===== src/rtl/kanagawa_width_down_converter.sv =====
// Width down-converter: takes one WIDTH-bit word per handshake and emits it as
// RATIO narrower beats, least-significant slice first, with a last-beat flag.
module kanagawa_width_down_converter #(
  parameter int WIDTH = 64,
  parameter int RATIO = 4
) (
  input  logic                     clk,
  input  logic                     rst,
  input  logic [WIDTH-1:0]         input_data_in,
  input  logic                     input_valid_in,
  output logic                     input_ready_out,
  output logic [WIDTH/RATIO-1:0]   output_data_out,
  output logic                     output_valid_out,
  output logic                     output_last_out,
  input  logic                     output_ready_in
);

  localparam int OUT_WIDTH = WIDTH / RATIO;
  localparam int CNT_WIDTH = $clog2(RATIO);
  localparam logic [CNT_WIDTH-1:0] LAST_BEAT = CNT_WIDTH'(RATIO - 1);

  if (RATIO < 2) begin : g_bad_ratio
    $error("kanagawa_width_down_converter: RATIO must be >= 2");
  end
  if (WIDTH % RATIO != 0) begin : g_bad_width
    $error("kanagawa_width_down_converter: WIDTH must be a multiple of RATIO");
  end

  logic                 hold_valid_ff;
  logic [WIDTH-1:0]     hold_data_ff;
  logic [CNT_WIDTH-1:0] beat_cnt_ff;

  logic [RATIO-1:0][OUT_WIDTH-1:0] slices;
  logic is_last;
  logic beat_accept;
  logic load;

  assign slices      = hold_data_ff;
  assign is_last     = (beat_cnt_ff == LAST_BEAT);
  assign beat_accept = hold_valid_ff && output_ready_in;

  assign output_valid_out = hold_valid_ff;
  assign output_data_out  = slices[beat_cnt_ff];
  assign output_last_out  = hold_valid_ff && is_last;
  // Combinational from output_ready_in so a new word lands in the last-beat cycle.
  assign input_ready_out  = !hold_valid_ff || (output_ready_in && is_last);
  assign load             = input_valid_in && input_ready_out;

  always_ff @(posedge clk) begin
    if (rst) begin
      hold_valid_ff <= 1'b0;
      beat_cnt_ff   <= '0;
    end else if (load) begin
      hold_valid_ff <= 1'b1;
      beat_cnt_ff   <= '0;
    end else if (beat_accept) begin
      if (is_last) begin
        hold_valid_ff <= 1'b0;
        beat_cnt_ff   <= '0;
      end else begin
        beat_cnt_ff <= beat_cnt_ff + 1'b1;
      end
    end
  end

  // Data register carries no reset; it is only observed while hold_valid_ff is set.
  always_ff @(posedge clk) begin
    if (load) begin
      hold_data_ff <= input_data_in;
    end
  end

`ifndef SYNTHESIS
`ifndef NO_DYNAMIC_ASSERTS
  a_backpressure_stable: assert property (@(posedge clk) disable iff (rst)
    (output_valid_out && !output_ready_in) |=>
      (output_valid_out && $stable(output_data_out) && $stable(output_last_out)));

  a_last_implies_valid: assert property (@(posedge clk) disable iff (rst)
    output_last_out |-> output_valid_out);

  a_upstream_hold: assert property (@(posedge clk) disable iff (rst)
    (input_valid_in && !input_ready_out) |=>
      (input_valid_in && $stable(input_data_in)));
`endif
`endif

endmodule


===== config.mk =====
export PLATFORM = sky130hd
export DESIGN_NAME = kanagawa_width_down_converter
export DESIGN_NICKNAME = d
export VERILOG_FILES = /design/src/rtl/kanagawa_width_down_converter.sv
export SDC_FILE = /design/constraint.sdc
export NUM_CORES = 1
export LEC_CHECK = 0
export ABC_AREA = 0
export CAP_MARGIN = 25
export CORE_ASPECT_RATIO = 1.4
export CORE_MARGIN = 10
export CORE_UTILIZATION = 33
export DETAILED_ROUTE_END_ITERATION = 10
export PLACE_DENSITY_LB_ADDON = 0.25
export SYNTH_ARGS = -nofsm -noshare
export SYNTH_HDL_FRONTEND = slang
export SYNTH_SLANG_ARGS = --single-unit

===== constraint.sdc =====
create_clock -name clk -period 3.9 [get_ports clk]
set_input_delay 1.17 -clock clk [delete_from_list [all_inputs] [get_ports clk]]
set_output_delay 1.17 -clock clk [all_outputs]
set_load 0.02 [all_outputs]

; After elaboration in Yosys (flattened, before gate mapping)
; Cells that the tools add are included.
[op_classes]
mux = 6
reduce_logical = 10
n_lt_le_gt_ge = 1
add_sub_neg = 1
n_eq_ne = 1
[ops]
columns = cell, n
row1 = $bmux 16 s2, 1
row2 = $mux 16, 1
row3 = $logic_and 1x1->1, 4
row4 = $reduce_bool 2->1, 2
row5 = $lt 2x3->1 const B, 1
row6 = $mux 1, 3
row7 = $add 2x1->2 const B, 1
row8 = $eq 2x2->1 const B, 1
row9 = $mux 2, 1
row10 = $reduce_and 2->1, 1
row11 = $reduce_or 2->1, 1
row12 = $logic_not 1->1, 1
row13 = $logic_or 1x1->1, 1
[word_totals]
ff_bits = 67
elab_cells = 22
inputBits = 68

; Longest topological paths before layout
[depth]
depth_word = 6
ltp_mapped = 4

; Worst setup path after synthesis
; OpenSTA, ideal clock, no wires.
[synth_timing]
kind = input to register
from = input output_ready_in
to = register hold_data_ff[0] (enable)
t_arrival_ns = 2.927
stages = 2
setup_slack_ns = 0.544
path_cell_list = a21bo_2 -> and2_1
[synth_between]
elab_chain_cells = 3
[synth_rtl]
columns = element, line_no
row1 = from (decl), 15  ; input logic output_ready_in
row2 = $logic_and 1x1->1, 46  ; assign input_ready_out = !hold_valid_ff || (output_ready_in && is_last);
row3 = $logic_or 1x1->1, 46
row4 = $logic_and 1x1->1, 47  ; assign load = input_valid_in && input_ready_out;
row5 = via load, 36  ; logic load;
row6 = to (signal assigned), 69  ; hold_data_ff <= input_data_in;
row7 = to (decl), 30  ; logic [WIDTH-1:0] hold_data_ff;
; The timed path passes the listed nets, and every way through them passes these cells.
; A chain may end at the register's enable or synchronous reset.

; Worst setup path in the final report
[layout_timing]
from = input output_ready_in
to = output input_ready_out
[layout_between]
elab_chain_cells = 2
[layout_rtl]
columns = element, line_no
row1 = $logic_and 1x1->1, 46
row2 = $logic_or 1x1->1, 46
row3 = to (decl), 11  ; output logic input_ready_out,
; No other way between the ends.

==> summary.md <==
| Metric | Value |
|---|---|
| Register area share after synthesis | 78.8% |
| LEAKAGE | 1.24 nW |
| Vias in the first global route | 1592 |
| Final hold violation count | 0 |
| Register Area | 1980 µm² |
| RR Endpoint | hold_data_ff[16] |
| Syn Nets | 169 |
| HPWL after detailed placement | 4170 µm |
| Pins Over Slew Limit | 0 |
| Most common cell after layout, fill and taps aside | clkdlybuf4s50_1 |
| CP max stage delay | ~0.62 ns |
| Placer congestion estimate | 0.646 |
| Critical path launch point type | input pin |
| Clock tree from TritonCTS | done |
| CTS H-tree depth | 3 |
| Routed length per placed instance | 18.4 µm |
| Critical path class | in2out |
| Post-layout nets | 266 |
| Via count | 1361 |
| Inserted Diodes | 0 |
| Post-CTS Setup Bufs | 0 |
| HP Class | reg2reg |
| Starting DRT DRC Count | 56 |
| RSZ-0062 raised after global routing | false |
| Hold buffers post-CTS | 0 |
| FF-to-FF Start | beat_cnt_ff[0] |
| Total die area | 11600 µm² |
| Largest net degree at the start of global routing | 45 |
| WHS Path Cells | 2 |
| Worst-Margin Slew | 0.522 ns |
| Drt pass-1 iters | 4 |
| Fraction of layout cells with a size suffix above 1 | 14.9% |
| CTS Buffer Depth | 2 |
| Fin crit period | 3.70 ns |
| Area Overhead vs Synth | 46.9% |
| Post-Syn Area | 2510 µm² |
| Syn. warnings | 0 |
| Worst-path cell chain | clkdlybuf4s50_1 -> a21bo_2 -> clkdlybuf4s50_1 |
| Total power | roughly 1.6 mW |
| Final Cycle Share | 94.9% |
| Dominant cells by area after synthesis | edfxtp_1 (76%), mux4_1 (8.4%), mux4_2 (7.2%) |
| Slowest cell on crit path | clkdlybuf4s50_1 |
| Number of buffers created by CTS | 9 |
| VDD IR max | between 0.2 and 0.3 mV |
| Multi-input gate area in the final layout | around 490 µm² |
| Clock root buffer | clkbuf_8 |
| First-pass GRT wire length | approximately 8200 µm |
| Fmax | between 200 and 300 MHz |
| Worst-Skew Late Latency | 0.33 ns |
| Critical Path AT | 2.53 ns |
| Port bufs | 86 |
| CTS sink cnt | 67 |
| Die width | 93.8 µm |
| Number of max-cap violations | 0 |
| Status | completed |
| Setup Viol. Count Final | 0 |
| Initial Util | 34.0% |
| Worst reg2reg path depth | 5 |
| Drc violations | 0 |
| Worst Path Max Fanout | 5 |
| Final antenna-violating net count | 0 |
| # resized after CTS | 0 |
| Clk_skew | 0.0114 ns |
| Most frequent cells in the layout | clkdlybuf4s50_1 (86), edfxtp_1 (64), clkbuf_8 (9) |
| Total wire length | 5510 µm |
| Antenna violations before repair | 0 |
| Grt ovf | 0 |
| Overall Global Routing Usage | 9.74% |
| Die H | 123 µm |
| Sum Neg Setup Slack | 0 ns |
| Reg2Reg Setup Slack | roughly 1.8 ns |
| CP endpoint kind | output port |
| Yosys cell types | 18 |
| FILL cells | ~640 |
| Vias per inst | ~4.6 |
| CORE AREA | approximately 7400 µm² |
| CP most frequent cell | clkdlybuf4s50_1 |
| Synth Register Bits | 67 |
| Synth top area share | 76.4% |
| Max-slew headroom | between 60% and 70% |
| Cell taking the most area after synthesis | edfxtp_1 |
| Pwr Density | 426 nW/µm² |
| Syn_area_per_cell | 25.1 µm² |
| Clock transition at path regs | approximately 0.08 ns |
| Crit path launch | output_ready_in |
| Crit path required time | approximately 2.7 ns |
| Core Rows | 37 |
| Gate Count Post-Synth | 100 |
| Ports | 87 |
| Worst Setup EP | input_ready_out |
routing by layer:
metal | vias up | GRT usage, % | wire length (µm)
li1 | 627 | - | -
met2 | 47 | 17.2 | 3150
met3 | 8 | 5.58 | 458
met5 | - | 0 | 0
met1 | 679 | 8.78 | 1820
met4 | 0 | 4.29 | 87
metrics by stage:
stage          cell area (µm²)  hold WS [ns]  setup slack (ns)  instances  util (%)
2_1_floorplan             2510         0.619             0.544        100         -
3_3_place_gp              3500         0.565             0.212        283      47.2
3_5_place_dp              3500         0.575             0.208        283      47.2
4_1_cts                   3690         0.597             0.192        299      49.9
5_1_grt                   3690         0.634             0.139        299      49.9
6_report                  3690         0.589             0.201        299      49.9
cell type report:
cell class | count | area share, %
Inverter | 1 | 0.102
Clock buffer | 10 | 3.46
Sequential cell | 67 | 53.7
Timing Repair Buffer | 90 | 24.5
Tap cell | 97 | 3.29
Multi-Input combinational cell | 28 | 13.2
Clock inverter | 6 | 1.80
flip-flops by register name, indices dropped and copies added, names as in the netlist:
name,count
output_valid_out,1
beat_cnt_ff,2
hold_data_ff,64
worst min path at each step:
stage	startpoint	end	slack, ns
after global placement	output_valid_out	beat_cnt_ff[1]	0.57
final	output_valid_out	beat_cnt_ff[0]	0.59
after detailed placement	output_valid_out	beat_cnt_ff[0]	0.58
after global routing	output_valid_out	beat_cnt_ff[0]	0.63
after floorplan	output_valid_out	beat_cnt_ff[1]	0.62
after CTS	output_valid_out	beat_cnt_ff[0]	0.60
cell usage after synthesis:
cell type,number
a31oi_1,1
buf_6,1
dfxtp_1,3
and2_1,2
nand3_1,1
inv_1,1
a221oi_1,1
buf_12,1
a21bo_2,2
mux4_2,8
mux4_1,8
nand3b_1,1
nand4bb_1,1
buf_2,2
or3b_1,1
ha_1,1
edfxtp_1,64
a21oi_1,1
worst max-delay path: cells and delay by family:
kind                   cells  cell delay (ns)
AO/OA/AOI/OAI              1             0.19
buffers and inverters      2             1.17
power by group:
| group | internal (mW) | switching, mW |
|---|---|---|
| Clock | 0.296 | 0.259 |
| Sequential | 0.834 | 0.00971 |
| Combinational | 0.109 | 0.0648 |
kinds of logic after synthesis:
family | synth area share [%]
DFF | 78.8
muxes | 15.5
and+or+nand+nor | 1.79
AOI/OAI and AO/OA | 1.59
buffers and inverters | 1.79
adders and majority gates | 0.497
(Power assumes the default switching activity.)
